<file path="src/rtl/vehicle_pkg.sv">
// Shared vehicle encodings and the mode-selection rule.
//   turn_state_t : turn indicator lever encoding (10 is an unused code, treated as none)
//   gear_state_t : gear selector encoding
//   lamp_mode_t  : lamp scheduler operating mode, also visible on the _mode port
//   select_mode  : hazard wins, then the turn lever (only with ignition on), else idle
package vehicle_pkg;

  typedef enum logic [1:0] {
    TURN_NONE    = 2'b00,
    TURN_LEFT    = 2'b01,
    TURN_INVALID = 2'b10,
    TURN_RIGHT   = 2'b11
  } turn_state_t;

  typedef enum logic [1:0] {
    GEAR_LOCK    = 2'b00,
    GEAR_PARKING = 2'b01,
    GEAR_REVERSE = 2'b10,
    GEAR_FORWARD = 2'b11
  } gear_state_t;

  typedef enum logic [1:0] {
    MODE_IDLE   = 2'b00,
    MODE_LEFT   = 2'b01,
    MODE_HAZARD = 2'b10,
    MODE_RIGHT  = 2'b11
  } lamp_mode_t;

  localparam logic [7:0] FLASH_MAX = 8'hFF;

  function automatic lamp_mode_t select_mode(input logic        hazard,
                                             input logic        ignition,
                                             input turn_state_t turn);
    lamp_mode_t m;
    m = MODE_IDLE;
    if (hazard) begin
      m = MODE_HAZARD;
    end else if (ignition && turn == TURN_LEFT) begin
      m = MODE_LEFT;
    end else if (ignition && turn == TURN_RIGHT) begin
      m = MODE_RIGHT;
    end
    return m;
  endfunction

endpackage

</file>
<file path="src/rtl/blink_timer.sv">
// Blink phase generator: counts 0..BLINK_HALF-1 and toggles the lamp phase
// at each terminal count.
//   clock    : rising-edge clock
//   _reset   : synchronous active-high reset (counter 0, phase off)
//   restart  : begin a fresh on-phase with the counter at 0
//   enable   : 0 holds counter and phase at 0 (idle); dominates restart
//   phase    : registered lamp phase, 1 = on
//   on_start : high in the cycle whose edge starts an on-phase (restart or
//              off->on toggle), so the caller can count flashes on that edge
module blink_timer #(
  parameter int BLINK_HALF = 4
) (
  input  logic clock,
  input  logic _reset,
  input  logic restart,
  input  logic enable,
  output logic phase,
  output logic on_start
);

  localparam int CW = (BLINK_HALF > 1) ? $clog2(BLINK_HALF) : 1;
  localparam logic [CW-1:0] TERMINAL = CW'(BLINK_HALF - 1);

  logic [CW-1:0] count_q, count_d;
  logic          phase_q, phase_d;

  always_comb begin
    count_d  = count_q;
    phase_d  = phase_q;
    on_start = 1'b0;
    if (!enable) begin
      count_d = '0;
      phase_d = 1'b0;
    end else if (restart) begin
      count_d  = '0;
      phase_d  = 1'b1;
      on_start = 1'b1;
    end else if (count_q == TERMINAL) begin
      count_d  = '0;
      phase_d  = ~phase_q;
      on_start = ~phase_q;
    end else begin
      count_d = count_q + CW'(1);
    end
  end

  always_ff @(posedge clock) begin
    if (_reset) begin
      count_q <= '0;
      phase_q <= 1'b0;
    end else begin
      count_q <= count_d;
      phase_q <= phase_d;
    end
  end

  assign phase = phase_q;

endmodule

</file>
<file path="src/rtl/lamp_scheduler.sv">
// Vehicle lamp scheduler: turn indicators, hazard flasher, brake and reverse lamps.
//   clock        : rising-edge clock
//   _reset       : synchronous active-high reset
//   _switch      : ignition, 1 = on
//   _turnState   : turn lever (00 none, 01 left, 11 right, 10 none)
//   _gearState   : gear (00 lock, 01 parking, 10 reverse, 11 forward)
//   _hazardReq   : hazard button level; each rising edge toggles hazard
//   _brakePedal  : brake pedal pressed
//   _leftLamp/_rightLamp     : indicator lamp drives
//   _brakeLamp/_reverseLamp  : brake and reverse lamp drives
//   _mode        : operating mode (00 IDLE, 01 LEFT, 11 RIGHT, 10 HAZARD)
//   _flashCount  : on-phases started since mode entry, saturating at 255
// Every output is a register or a gate of registers only, so inputs sampled
// at one edge appear at the outputs right after that edge.
module lamp_scheduler
  import vehicle_pkg::*;
#(
  parameter int BLINK_HALF = 4
) (
  input  logic       clock,
  input  logic       _reset,
  input  logic       _switch,
  input  logic [1:0] _turnState,
  input  logic [1:0] _gearState,
  input  logic       _hazardReq,
  input  logic       _brakePedal,
  output logic       _leftLamp,
  output logic       _rightLamp,
  output logic       _brakeLamp,
  output logic       _reverseLamp,
  output logic [1:0] _mode,
  output logic [7:0] _flashCount
);

  // Previous button sample resets high: a button held through reset must
  // not look like a fresh press on release.
  logic       hz_prev_q;
  logic       hazard_q, hazard_d;
  lamp_mode_t mode_q, mode_d;
  logic [7:0] flash_q, flash_d;
  logic       brake_q, reverse_q;
  logic       restart, enable, phase, on_start;

  // Mode FSM, next-state side. The new hazard value is used so a press takes
  // effect on the same edge that samples it, and a hazard toggle coinciding
  // with a lever change resolves to one mode with one restart.
  always_comb begin
    hazard_d = hazard_q ^ (_hazardReq & ~hz_prev_q);
    mode_d   = select_mode(hazard_d, _switch, turn_state_t'(_turnState));
    restart  = (mode_d != mode_q);
    enable   = (mode_d != MODE_IDLE);
  end

  always_ff @(posedge clock) begin
    if (_reset) begin
      mode_q <= MODE_IDLE;
    end else begin
      mode_q <= mode_d;
    end
  end

  always_ff @(posedge clock) begin
    if (_reset) begin
      hz_prev_q <= 1'b1;
      hazard_q  <= 1'b0;
      brake_q   <= 1'b0;
      reverse_q <= 1'b0;
    end else begin
      hz_prev_q <= _hazardReq;
      hazard_q  <= hazard_d;
      brake_q   <= _brakePedal;
      reverse_q <= _switch && (gear_state_t'(_gearState) == GEAR_REVERSE);
    end
  end

  blink_timer #(.BLINK_HALF(BLINK_HALF)) u_blink_timer (
    .clock    (clock),
    ._reset   (_reset),
    .restart  (restart),
    .enable   (enable),
    .phase    (phase),
    .on_start (on_start)
  );

  // Restart loads 1 (the restart itself is the first on-phase); later
  // off->on toggles add one until saturation.
  always_comb begin
    flash_d = flash_q;
    if (!enable) begin
      flash_d = 8'd0;
    end else if (restart) begin
      flash_d = 8'd1;
    end else if (on_start && flash_q != FLASH_MAX) begin
      flash_d = flash_q + 8'd1;
    end
  end

  always_ff @(posedge clock) begin
    if (_reset) begin
      flash_q <= 8'd0;
    end else begin
      flash_q <= flash_d;
    end
  end

  assign _leftLamp    = phase & ((mode_q == MODE_LEFT)  || (mode_q == MODE_HAZARD));
  assign _rightLamp   = phase & ((mode_q == MODE_RIGHT) || (mode_q == MODE_HAZARD));
  assign _brakeLamp   = brake_q;
  assign _reverseLamp = reverse_q;
  assign _mode        = mode_q;
  assign _flashCount  = flash_q;

endmodule

</file>
<file path="config.mk">
export PLATFORM = sky130hd
export DESIGN_NAME = lamp_scheduler
export DESIGN_NICKNAME = d
export VERILOG_FILES = /design/src/rtl/vehicle_pkg.sv /design/src/rtl/blink_timer.sv /design/src/rtl/lamp_scheduler.sv
export SDC_FILE = /design/constraint.sdc
export NUM_CORES = 1
export LEC_CHECK = 0
export ABC_AREA = 1
export CORE_MARGIN = 2
export CORE_UTILIZATION = 25
export CTS_CLUSTER_SIZE = 24
export DETAILED_ROUTE_END_ITERATION = 10
export GPL_TIMING_DRIVEN = 0
export HOLD_SLACK_MARGIN = 0.12
export PLACE_DENSITY = 0.53
export SLEW_MARGIN = 20
export SYNTH_ARGS = -nofsm -noshare
export SYNTH_HDL_FRONTEND = slang
export SYNTH_SLANG_ARGS = --single-unit
</file>
<file path="constraint.sdc">
create_clock -name clock -period 2.7 [get_ports clock]
set_clock_uncertainty 0.05 [all_clocks]
set_input_delay 0.54 -clock clock [delete_from_list [all_inputs] [get_ports clock]]
set_output_delay 0.54 -clock clock [all_outputs]
set_load 0.02 [all_outputs]
</file>
==> results_dict.tcl <==
set metrics [dict create \
    cts-htree-levels 1 \
    synthSimpleGateAreaFrac_pct 38.7 \
    crit_chain "inv_1 > ha_1 > nor2_1 > clkdlybuf4s50_1" \
    clkTransAtPathRegs_ns 0.07 \
    start_util_pct 25.7 \
    finalHoldViolCount 0 \
    die-area_mm2 0.00422 \
    finalCriticalPeriod_ns 2.29 \
    max-slew-margin-rel_pct 78.9 \
    syn2layout_area_growth_pct 35.0 \
    rsz0062_at_grt "false" \
    cts_buffers 3 \
    crit_family "buffers and inverters" \
    yosysUniqueCellTypes 22 \
    die_w_um 64.9 \
    clk_latency_ns 0.24 \
    drt-initial-drc-count 25 \
    arrival_ns 1.70 \
    critPathRequiredTime_ns 2.11 \
    grt_pass1_wl_um 3470 \
    antenna_found_initial 0 \
    synthMuxAreaShare_pct 0 \
    diodes 0 \
    clock-root-buffer "clkbuf_8" \
    synth_compound_area_share_pct 6.06 \
    synth_top_family_by_area "simple AND/OR/NAND/NOR gates" \
    synth.avg_cell_area_um2 7.87 \
    core_area_mm2 0.00361 \
    max_clock_freq_ghz 0.437 \
    tightest_slew_ns 0.312 \
    grt_pass1_vias 814 \
    hpwl_um 1520 \
    wl_per_cell_um 10.2 \
    drive_gt1_share_pct 13.2 \
    p_leak_nw 0.507 \
    cts_tree "done" \
    vias 819 \
    hp-class "reg -> reg" \
    synth_nets 131 \
    crit_fanout 4 \
    ys_seq_area_share_pct 36.7 \
    slew_violations 0 \
    drt-pass1-iter-count 4 \
    fp-row-count 22 \
    io_pins 23 \
    cts_hold_buffers 0 \
    io_buffers 22 \
    grt_overflow_total 0 \
    final.fill_count 367 \
    post-cts-setup-buffer-count 0 \
    drc 0 \
    die_y_um 64.9 \
    ys_ff_latch 17 \
    outcome "completed" \
    cts_resized 0 \
    max-clock-path-buffers 2 \
    synthXorXnorAreaFrac_pct 5.66 \
    drt-total-wl_um 1970 \
    slowest_delay_ns 0.61 \
    tns_ns 0 \
    nets 158 \
    path_buf_inv 2 \
    setup_viol 0 \
    grt_usage_pct 10.3 \
    synthesis.instances 118 \
    layout_common_cells "nand2_1 (25), clkdlybuf4s50_1 (22), dfxtp_1 (17)" \
    final_util_pct 34.8 \
    via_per_inst 4.27 \
    drv_cap 0 \
    cts.sink_count 17 \
    ys_warn_count 0 \
    finalCritPeriodShare_pct 84.7 \
    synth_area_um2 928 \
    startpoint_type "flip-flop" \
    power_density_mw_per_mm2 442 \
    postRouteAntennaNets 0 \
    grt_max_degree 11 \
    synth-adder-area-share_pct 5.39 \
    criticalPathCategory "reg -> out" \
    cp_slowest_cell "clkdlybuf4s50_1" \
    end_kind "primary output" \
    ir_drop_mv 0.136 \
    layout_commonest_cell "nand2_1" \
    gp_congestion 0.745 \
]
report_power, final:
part	total [mW]	switching, mW	leakage [nW]	internal (mW)
Clock	0.189	0.0842	0.0228	0.104
Combinational	0.101	0.0608	0.345	0.0402
Sequential	0.264	0.00567	0.138	0.259
Total	0.554	0.151	0.507	0.404
flip-flops by register name (all words and copies together) (netlist names):
| name | flops |
|---|---|
| u_blink_timer.phase | 1 |
| hazard_q | 1 |
| _brakeLamp | 1 |
| _flashCount | 8 |
| _reverseLamp | 1 |
| hz_prev_q | 1 |
| u_blink_timer.count_q | 2 |
| _mode | 2 |
area by class of cell:
class	instances	area, um^2	area share, %
Timing Repair Buffer	22	220	17.6
Clock buffer	4	45.0	3.59
Multi-Input combinational cell	86	518	41.3
Inverter	15	70.1	5.59
Tap cell	48	60.1	4.79
Sequential cell	17	340	27.1
routing by layer:
layer  track usage (%)  routed length, um  up-vias
met5                 0                  0        -
met4              4.79                 31        0
met3              1.04                 24        2
met2              17.8                986        4
met1              12.7                922      372
li1                  -                  -      441
worst paths after layout:
path / start / to / slack (ns) / depth (start not counted)
setup / recovery: _mode[0]$_SDFF_PP0_ / _leftLamp / 0.41 / 4
hold / removal: u_blink_timer.count_q[0]$_SDFF_PP0_ / u_blink_timer.count_q[0]$_SDFF_PP0_ / 0.39 / 1
setup reg to reg: _flashCount[0]$_SDFFE_PP0P_ / _flashCount[5]$_SDFFE_PP0P_ / 1.03 / 7
hold reg to reg: u_blink_timer.count_q[0]$_SDFF_PP0_ / u_blink_timer.count_q[0]$_SDFF_PP0_ / 0.39 / 1
cells in the mapped netlist:
library cell / instances / area [um^2]
dfxtp_1: 17 / 340
or2_2: 1 / 6.26
nand3_2: 1 / 10.0
inv_2: 4 / 15.0
bufinv_8: 1 / 17.5
nor3_2: 1 / 10.0
o31ai_1: 1 / 7.51
ha_1: 4 / 50.1
nor3b_2: 1 / 12.5
nand2_2: 3 / 18.8
o311ai_0: 1 / 8.76
a21oi_1: 8 / 40.0
nand2_1: 25 / 93.8
nor2_4: 1 / 11.3
nand3_1: 8 / 40.0
nand4_1: 8 / 50.1
nor3_1: 1 / 5.00
xnor2_1: 3 / 26.3
inv_1: 10 / 37.5
nand3_4: 3 / 52.6
xor2_1: 3 / 26.3
nor2_1: 13 / 48.8
cell families after synthesis:
family	after synthesis
and+or+nand+nor	66
DFF	17
buffers and inverters	15
AOI/OAI and AO/OA	10
xor gates and xnor gates	6
adders and majority gates	4
stage by stage:
stage / instance area, um^2 / hold slack [ns] / setup WS (ns) / cells / total power, mW
final: 1250 / 0.387 / 0.412 / 192 / 0.554
after global routing: 1250 / 0.412 / 0.304 / 192 / 0.585
after CTS: 1250 / 0.393 / 0.379 / 192 / 0.561
after detailed placement: 1210 / 0.381 / 0.548 / 188 / 0.372
after global placement: 1210 / 0.376 / 0.584 / 188 / 0.370
after floorplan: 928 / 0.367 / 0.974 / 118 / 0.336
(Power assumes the default switching activity.)
